[config.mk]
export PLATFORM = sky130hd
export DESIGN_NAME = regfile_wb_arbiter
export DESIGN_NICKNAME = d
export VERILOG_FILES = /design/src/rtl/regfile_wb_arbiter.sv
export SDC_FILE = /design/constraint.sdc
export NUM_CORES = 1
export LEC_CHECK = 0
export ABC_AREA = 0
export CORE_AREA = 2 2 99 101
export DETAILED_ROUTE_END_ITERATION = 10
export DIE_AREA = 0 0 101 103
export PLACE_DENSITY = 0.95
export SLEW_MARGIN = 20
export SYNTH_ARGS = -nofsm -noshare
export SYNTH_HDL_FRONTEND = slang
export SYNTH_SLANG_ARGS = --single-unit
[constraint.sdc]
create_clock -name clk -period 5 [get_ports clk]
set_input_delay 0.75 -clock clk [delete_from_list [all_inputs] [get_ports clk]]
set_output_delay 0.75 -clock clk [all_outputs]
set_load 0.03 [all_outputs]
[src/rtl/regfile_wb_arbiter.sv]
// Write-back arbiter and pending-write scoreboard for the RVS192 register file.
// Three result producers (ALU, LSU, MDU) share one write port. A round-robin
// arbiter picks one of them, and the winning result is registered onto
// data_wb/rd/reg_wen. The scoreboard tracks registers with writes still
// outstanding, so that decode can stall on RAW and WAW hazards.
module regfile_wb_arbiter #(
  parameter int DATA_LENGTH         = 32,
  parameter int REGISTER_FILE_DEPTH = 32
) (
  input  logic                                   clk,
  input  logic                                   rst_n,
  input  logic                                   alu_valid,
  input  logic                                   lsu_valid,
  input  logic                                   mdu_valid,
  input  logic [$clog2(REGISTER_FILE_DEPTH)-1:0] alu_rd,
  input  logic [$clog2(REGISTER_FILE_DEPTH)-1:0] lsu_rd,
  input  logic [$clog2(REGISTER_FILE_DEPTH)-1:0] mdu_rd,
  input  logic [DATA_LENGTH-1:0]                 alu_data,
  input  logic [DATA_LENGTH-1:0]                 lsu_data,
  input  logic [DATA_LENGTH-1:0]                 mdu_data,
  output logic                                   alu_ready,
  output logic                                   lsu_ready,
  output logic                                   mdu_ready,
  input  logic                                   iss_valid,
  input  logic [$clog2(REGISTER_FILE_DEPTH)-1:0] iss_rd,
  output logic                                   iss_ready,
  input  logic [$clog2(REGISTER_FILE_DEPTH)-1:0] rs1,
  input  logic [$clog2(REGISTER_FILE_DEPTH)-1:0] rs2,
  output logic                                   rs1_busy,
  output logic                                   rs2_busy,
  output logic [DATA_LENGTH-1:0]                 data_wb,
  output logic [$clog2(REGISTER_FILE_DEPTH)-1:0] rd,
  output logic                                   reg_wen
);

  localparam int IdxW = $clog2(REGISTER_FILE_DEPTH);

  localparam logic [1:0] REQ_ALU = 2'd0;
  localparam logic [1:0] REQ_LSU = 2'd1;
  localparam logic [1:0] REQ_MDU = 2'd2;

  logic [1:0]                     last_q, last_d;
  logic [2:0]                     valid_vec;
  logic [2:0]                     grant;
  logic [1:0]                     grant_idx;
  logic                           xfer;
  logic [IdxW-1:0]                sel_rd;
  logic [DATA_LENGTH-1:0]         sel_data;
  logic                           wen_q, wen_d;
  logic [IdxW-1:0]                rd_q, rd_d;
  logic [DATA_LENGTH-1:0]         data_q, data_d;
  logic [REGISTER_FILE_DEPTH-1:0] pending_q, pending_d;

  assign valid_vec = {mdu_valid, lsu_valid, alu_valid};

  // Round-robin pick: search starts one past the last winner and wraps; the grant is gated off during reset
  always_comb begin
    grant     = 3'b000;
    grant_idx = REQ_ALU;
    case (last_q)
      REQ_ALU: begin
        if (valid_vec[1])      begin grant = 3'b010; grant_idx = REQ_LSU; end
        else if (valid_vec[2]) begin grant = 3'b100; grant_idx = REQ_MDU; end
        else if (valid_vec[0]) begin grant = 3'b001; grant_idx = REQ_ALU; end
      end
      REQ_LSU: begin
        if (valid_vec[2])      begin grant = 3'b100; grant_idx = REQ_MDU; end
        else if (valid_vec[0]) begin grant = 3'b001; grant_idx = REQ_ALU; end
        else if (valid_vec[1]) begin grant = 3'b010; grant_idx = REQ_LSU; end
      end
      default: begin
        if (valid_vec[0])      begin grant = 3'b001; grant_idx = REQ_ALU; end
        else if (valid_vec[1]) begin grant = 3'b010; grant_idx = REQ_LSU; end
        else if (valid_vec[2]) begin grant = 3'b100; grant_idx = REQ_MDU; end
      end
    endcase
    if (!rst_n) begin
      grant = 3'b000;
    end
  end

  assign alu_ready = grant[0];
  assign lsu_ready = grant[1];
  assign mdu_ready = grant[2];
  assign xfer      = |grant;

  // Steer the winning requester's index and data towards the write-back register
  always_comb begin
    sel_rd   = alu_rd;
    sel_data = alu_data;
    case (grant_idx)
      REQ_LSU: begin sel_rd = lsu_rd; sel_data = lsu_data; end
      REQ_MDU: begin sel_rd = mdu_rd; sel_data = mdu_data; end
      default: begin sel_rd = alu_rd; sel_data = alu_data; end
    endcase
  end

  // Next state of the pointer and the write-back register; writes to x0 are accepted but never enabled
  always_comb begin
    last_d = last_q;
    wen_d  = 1'b0;
    rd_d   = rd_q;
    data_d = data_q;
    if (xfer) begin
      last_d = grant_idx;
      wen_d  = (sel_rd != '0);
      rd_d   = sel_rd;
      data_d = sel_data;
    end
  end

  // Scoreboard next state: clear on the registered write, then set on issue so a set wins a collision
  always_comb begin
    pending_d = pending_q;
    if (wen_q) begin
      pending_d[rd_q] = 1'b0;
    end
    if (iss_valid && iss_ready && (iss_rd != '0)) begin
      pending_d[iss_rd] = 1'b1;
    end
    pending_d[0] = 1'b0;
  end

  // State registers; reset drops any in-flight write-back and makes the ALU the first winner
  always_ff @(posedge clk or negedge rst_n) begin
    if (!rst_n) begin
      last_q    <= REQ_MDU;
      wen_q     <= 1'b0;
      rd_q      <= '0;
      data_q    <= '0;
      pending_q <= '0;
    end else begin
      last_q    <= last_d;
      wen_q     <= wen_d;
      rd_q      <= rd_d;
      data_q    <= data_d;
      pending_q <= pending_d;
    end
  end

  assign iss_ready = ~pending_q[iss_rd];
  assign rs1_busy  = pending_q[rs1];
  assign rs2_busy  = pending_q[rs2];
  assign data_wb   = data_q;
  assign rd        = rd_q;
  assign reg_wen   = wen_q;

endmodule

==> flow_metrics.tcl, run 1 <==
set metrics [dict create \
    status "finished, final reports clean" \
    grt.total_usage_pct 28.79 \
    multiInputGateArea_um2 2417 \
    dp_hpwl_um 11090 \
    grt_overflow 0 \
    min_period_ns 4.410 \
    nets 730 \
    max-slew-margin-rel_pct 34.15 \
    drive_gt1_share_pct 6.822 \
    core_um2 9459 \
    fp.dieH_um 103 \
    final_cell_mix "174 x clkdlybuf4s50_1, 123 x o21ai_0, 70 x dfrtp_1" \
    io_pins 176 \
    post-route-period-util_pct 88.20 \
    drtIter0Drc 238 \
    final_common_cell "clkdlybuf4s50_1" \
    cts_buffers 9 \
    async_reset_ff_share_pct 100.0 \
    end_kind "output port" \
    cts_num_sinks 71 \
    hold_class "in -> async" \
    worst-path-buf-inv 3 \
    grt_max_degree 66 \
    grt_pass1_wl_um 22830 \
    synth_nets 576 \
    insertion_delay_ns 0.35 \
    grt_antenna_before_repair 0 \
    leakage_uw 0.002427 \
    wire_per_inst_um 20.44 \
    cts.clk_slew.worst_paths_ns 0.08 \
    fmax_mhz 226.8 \
    n_antenna_cell 0 \
    cts_root_buf "clkbuf_8" \
    synth_cell_types 42 \
    grt_pass1_vias 4532 \
    arrival_ns 3.66 \
    cts_tree "done" \
    gp_congestion 0.9299 \
    slew_violations 0 \
    dr_total_vias 4455 \
    portBuffers 175 \
    skew_ns 0.009682 \
    crit_chain "clkdlybuf4s50_1, buf_4, mux2_2, a2bb2oi_1, o211ai_1, nor4b_1, clkdlybuf4s50_1" \
    synth_edf_count 0 \
    cp_slowest_stage_delay_ns 0.76 \
    crit_path_frequent_cell "clkdlybuf4s50_1" \
    p_per_area_nw_per_um2 427.8 \
    cp_slowest_cell "clkdlybuf4s50_1" \
    crit_required_ns 4.25 \
    vias_per_cell 6.231 \
    synthCells 442 \
    n_fill_cell 711 \
    die_x_um 101 \
    drt.antenna.violating_nets 0 \
    synth_area_um2 4385 \
    ctsHoldBuffers 0 \
    finish.utilization_pct 67.20 \
    die_area_um2 10400 \
    worst_pin_slew_ns 0.9867 \
    hold_viol 0 \
    initial_core_util_pct 46.36 \
    clockBufferDepth 2 \
    crit_type "in -> out" \
    ctsResizeCount 0 \
    ys_ff_latch 71 \
    yosysSeqAreaShare_pct 40.54 \
    drt_pass1_iterations 5 \
    synth-main-ff-cell "dfrtp_1" \
    htreeDepth 3 \
    setup_viol 0 \
    critPathMaxFanout 12 \
    critPathTopFamily "buffers and inverters" \
    drv_cap 0 \
    wl_um 14610 \
    grt_setup_unrepaired "false" \
    ys_warn_count 0 \
    syn_to_final_growth_pct 44.94 \
    register_area_um2 1778 \
    setup_tns_ns 0 \
    drc 0 \
    fp-row-count 36 \
    post_cts_buffers 0 \
    peakVddDrop_mv 0.2186 \
    syn_area_per_cell_um2 9.922 \
    startpoint_type "input port" \
]
[synth_stat cells, types with 2 or more instances]
master     count  share of area (%)
o21ai_0      123                 14
and2_1         2               0.29
mux4_1        14                8.4
and3_1         2               0.29
mux4_2         4                2.1
or2_2          2               0.29
nand2b_1       3               0.43
mux2_2         4                1.0
a211oi_1       2               0.34
a21o_1         3               0.51
o211a_1        3               0.68
o22ai_1        4               0.57
mux2i_1       13                3.0
a221o_1       37                8.4
nand3_1        8               0.91
or3b_2         5                1.0
o31ai_1       16                2.7
buf_2          3               0.34
ha_1           2               0.57
nand2_1       47                4.0
clkbuf_1      29                2.5
a2bb2oi_1      2               0.40
inv_1          5               0.43
nor3_1         2               0.23
nor2b_1        3               0.43
a21oi_1        3               0.34
o21a_1         2               0.34
dfrtp_1       70                 40
buf_6          2               0.51
buf_1          3               0.26
nand3b_1      11                1.9
clkbuf_8       2               0.63
or3_1          2               0.29
[cell families after synthesis]
group                    after synthesis  synth area share (%)
AO/OA/AOI/OAI                        199                 29.10
adder cells (fa/ha/maj)                2                0.5705
buffers and inverters                 44                 4.650
flip-flops                            71                 40.54
multiplexers                          35                 14.44
AND/OR/NAND/NOR                       91                 10.70
[routing by layer]
| metal | up-vias | wire (um) | GRT usage, % |
|---|---|---|---|
| met1 | 2150 | 5247 | 32.33 |
| met3 | 36 | 1473 | 9.492 |
| met2 | 238 | 7437 | 50.36 |
| li1 | 2031 | - | - |
| met5 | - | 0 | 0 |
| met4 | 0 | 453 | 12.47 |
[flip-flops by register name, indices dropped and copies added (netlist names)]
register and count:
data_wb 32, pending_q 31, rd 5, reg_wen 1, last_q 2
[power by group]
group / internal, uW / switching, uW
clock network: 241 / 222
logic: 610 / 651
registers: 783 / 213
[worst register-to-register path: cells and delay by family, from the launching register on]
kind            cells  cell delay (ns)
compound gates      3             0.61
buf+inv             2             0.77
flops               1             0.58
fa+ha+maj           1             0.30
simple gates        3             0.50
[layout make-up]
| type | instances | area share (%) |
|---|---|---|
| flip-flops and latches | 71 | 27.97 |
| clock buffers | 10 | 2.165 |
| repair buffers | 182 | 28.35 |
| multi-input cells | 327 | 38.03 |
| inverters | 5 | 0.2953 |
| well taps | 114 | 2.244 |
| clock inverters | 6 | 0.9449 |
[stage by stage]
step | std cells | total power, uW | cell area, um2 | worst slack [ns] | hold WS, ns
floorplan | 442 | 1711 | 4385 | 1.457 | 0.4544
global placement | 699 | 2198 | 6158 | 0.6628 | 0.4643
detailed placement | 699 | 2252 | 6158 | 0.6797 | 0.4698
CTS | 715 | 2725 | 6356 | 0.6761 | 0.2292
global route | 715 | 2875 | 6356 | 0.4929 | 0.2433
finish | 715 | 2719 | 6356 | 0.5900 | 0.2426
[worst paths after layout]
check	start	to	slack, ns	depth (start not counted)
min in group clk	data_wb[9]	data_wb[9]	0.48	2
worst max register to register	last_q[1]	reg_wen	2.17	9
max in group asynchronous	rst_n	pending_q[16]	3.74	2
worst max-delay path	iss_rd[1]	iss_ready	0.59	7
worst min-delay path	rst_n	data_wb[27]	0.24	1
worst min register to register	data_wb[9]	data_wb[9]	0.48	2
(Power assumes the default switching activity.)
==> inputs of run 2 (changes only) <==
--- a/config.mk
+++ b/config.mk
@@ -10,7 +10,6 @@
 export DETAILED_ROUTE_END_ITERATION = 10
 export DIE_AREA = 0 0 101 103
 export PLACE_DENSITY = 0.95
-export SLEW_MARGIN = 20
 export SYNTH_ARGS = -nofsm -noshare
 export SYNTH_HDL_FRONTEND = slang
 export SYNTH_SLANG_ARGS = --single-unit
==> results of run 2 <==
Same layout as run 1: the final DEF is identical, and so are final timing and power.
==> inputs of run 3 (changes only) <==
--- a/config.mk
+++ b/config.mk
@@ -6,9 +6,9 @@
 export NUM_CORES = 1
 export LEC_CHECK = 0
 export ABC_AREA = 0
-export CORE_AREA = 2 2 99 101
+export CORE_AREA = 10 10 107 109
 export DETAILED_ROUTE_END_ITERATION = 10
-export DIE_AREA = 0 0 101 103
+export DIE_AREA = 0 0 117 119
 export PLACE_DENSITY = 0.95
 export SYNTH_ARGS = -nofsm -noshare
 export SYNTH_HDL_FRONTEND = slang
==> flow_metrics.tcl, run 3 (synthesis gave the netlist of run 1 again) <==
set metrics [dict create \
    status "finished, final reports clean" \
    die_area_um2 13920 \
    critPathMaxFanout 12 \
    cts_tree "done" \
    cts_root_buf "clkbuf_8" \
    final_cell_mix "174 x clkdlybuf4s50_1, 123 x o21ai_0, 70 x dfrtp_1" \
    grt_max_degree 72 \
    peakVddDrop_mv 0.3119 \
    grt.total_usage_pct 23.17 \
    wl_um 16410 \
    clockBufferDepth 2 \
    grt_pass1_wl_um 25370 \
    setup_viol 0 \
    hold_start "data_wb[6]" \
    initial_core_util_pct 46.36 \
    post-route-period-util_pct 88.90 \
    grt_pass1_vias 4726 \
    grt_overflow 0 \
    drive_gt1_share_pct 6.667 \
    crit_required_ns 4.25 \
    hold_ws_ns 0.4828 \
    cts.clk_slew.worst_paths_ns 0.08 \
    crit_type "in -> out" \
    dp_hpwl_um 12660 \
    end_kind "output port" \
    setup_tns_ns 0 \
    ctsResizeCount 0 \
    vias_per_cell 6.367 \
    drtIter0Drc 307 \
    post_cts_buffers 0 \
    wire_per_inst_um 22.98 \
    leakage_uw 0.002436 \
    met3_length_um 2052 \
    fp-row-count 36 \
    grt_antenna_before_repair 0 \
    portBuffers 175 \
    whs_endpoint "data_wb[6]" \
    r2r-start "last_q[1]" \
    cts_num_sinks 71 \
    nets 729 \
    arrival_ns 3.70 \
    die_x_um 117 \
    min_path_cells 2 \
    cts_buffers 9 \
    worst_pin_slew_ns 0.9851 \
    core_um2 9459 \
    fmax_mhz 225.0 \
    hold_class "reg -> reg" \
    io_pins 176 \
    drt.antenna.violating_nets 0 \
    dr_total_vias 4546 \
    highest_layer "met4" \
    syn_to_final_growth_pct 45.53 \
    drv_cap 0 \
    min_period_ns 4.445 \
    grt_setup_unrepaired "false" \
    startpoint_type "input port" \
    final_common_cell "clkdlybuf4s50_1" \
    wl_met1_um 5696 \
    max-slew-margin-rel_pct 34.25 \
    finalPower_uw 2810 \
    reg2regPathDepth 9 \
    drt_pass1_iterations 5 \
    slew_violations 0 \
    skew_ns 0.008997 \
    p_per_area_nw_per_um2 440.4 \
    n_antenna_cell 0 \
    hold_viol 0 \
    largest_reg_flops 32 \
    ctsHoldBuffers 0 \
    ff2ff_setup_slack_ns 2.19 \
    dr_wl_met2_um 8319 \
    drc 0 \
    fp.dieH_um 119 \
    htreeDepth 3 \
    worstReg2RegEnd "reg_wen" \
    gp_congestion 0.9447 \
    insertion_delay_ns 0.35 \
]
## run 3: cell types whose count changed in the layout (fill, tap and decap cells not counted)
cell       change
buf_4          -1
clkbuf_8       +1
clkinv_2       -2
bufinv_16      +1
## run 3: critical path, stage by stage
cell and delay, ns:
clkdlybuf4s50_1 0.72, buf_4 0.27, mux2_2 0.35, a2bb2oi_1 0.27, o211ai_1 0.13, nor4b_1 0.42, clkdlybuf4s50_1 0.78
## run 3: area by class of cell
class                   instances  area, um2
fillers                       718       3077
multi-input cells             327       2417
repair buffers                181       1794
clock buffers                  11      151.4
well taps                     114      142.6
inverters                       5      18.77
flip-flops and latches         71       1778
clock inverters                 5      80.08
## run 3: where the power goes
part           internal (uW)  switching [uW]  leakage [uW]  total, uW
clock network            307             219      0.000112        527
registers                783             218      0.000824       1000
logic                    609             674       0.00150       1280
total                   1700            1110       0.00244       2810
## run 3: worst max path at each step
stage	from	to	slack, ns	cells past startpoint
2_1_floorplan	iss_rd[1]	iss_ready	1.46	6
3_3_place_gp	iss_rd[1]	iss_ready	0.72	7
3_5_place_dp	iss_rd[1]	iss_ready	0.69	7
4_1_cts	iss_rd[1]	iss_ready	0.66	7
5_1_grt	iss_rd[1]	iss_ready	0.44	7
6_report	iss_rd[1]	iss_ready	0.55	7
## run 3: metrics by stage
stage	cells	instance area (um2)	setup slack, ns	util [%]
global placement	698	6151	0.7197	65.03
finish	714	6382	0.5549	67.47
detailed placement	698	6151	0.6880	65.03
floorplan	442	4385	1.457	-
global route	714	6382	0.4385	67.47
CTS	714	6382	0.6605	67.47
## run 3: routing by layer
| metal | vias to the layer above | GRT usage (%) |
|---|---|---|
| li1 | 2033 | - |
| met1 | 2174 | 25.29 |
| met2 | 312 | 39.82 |
| met4 | 0 | 7.573 |
| met3 | 27 | 9.287 |
| met5 | - | 0 |
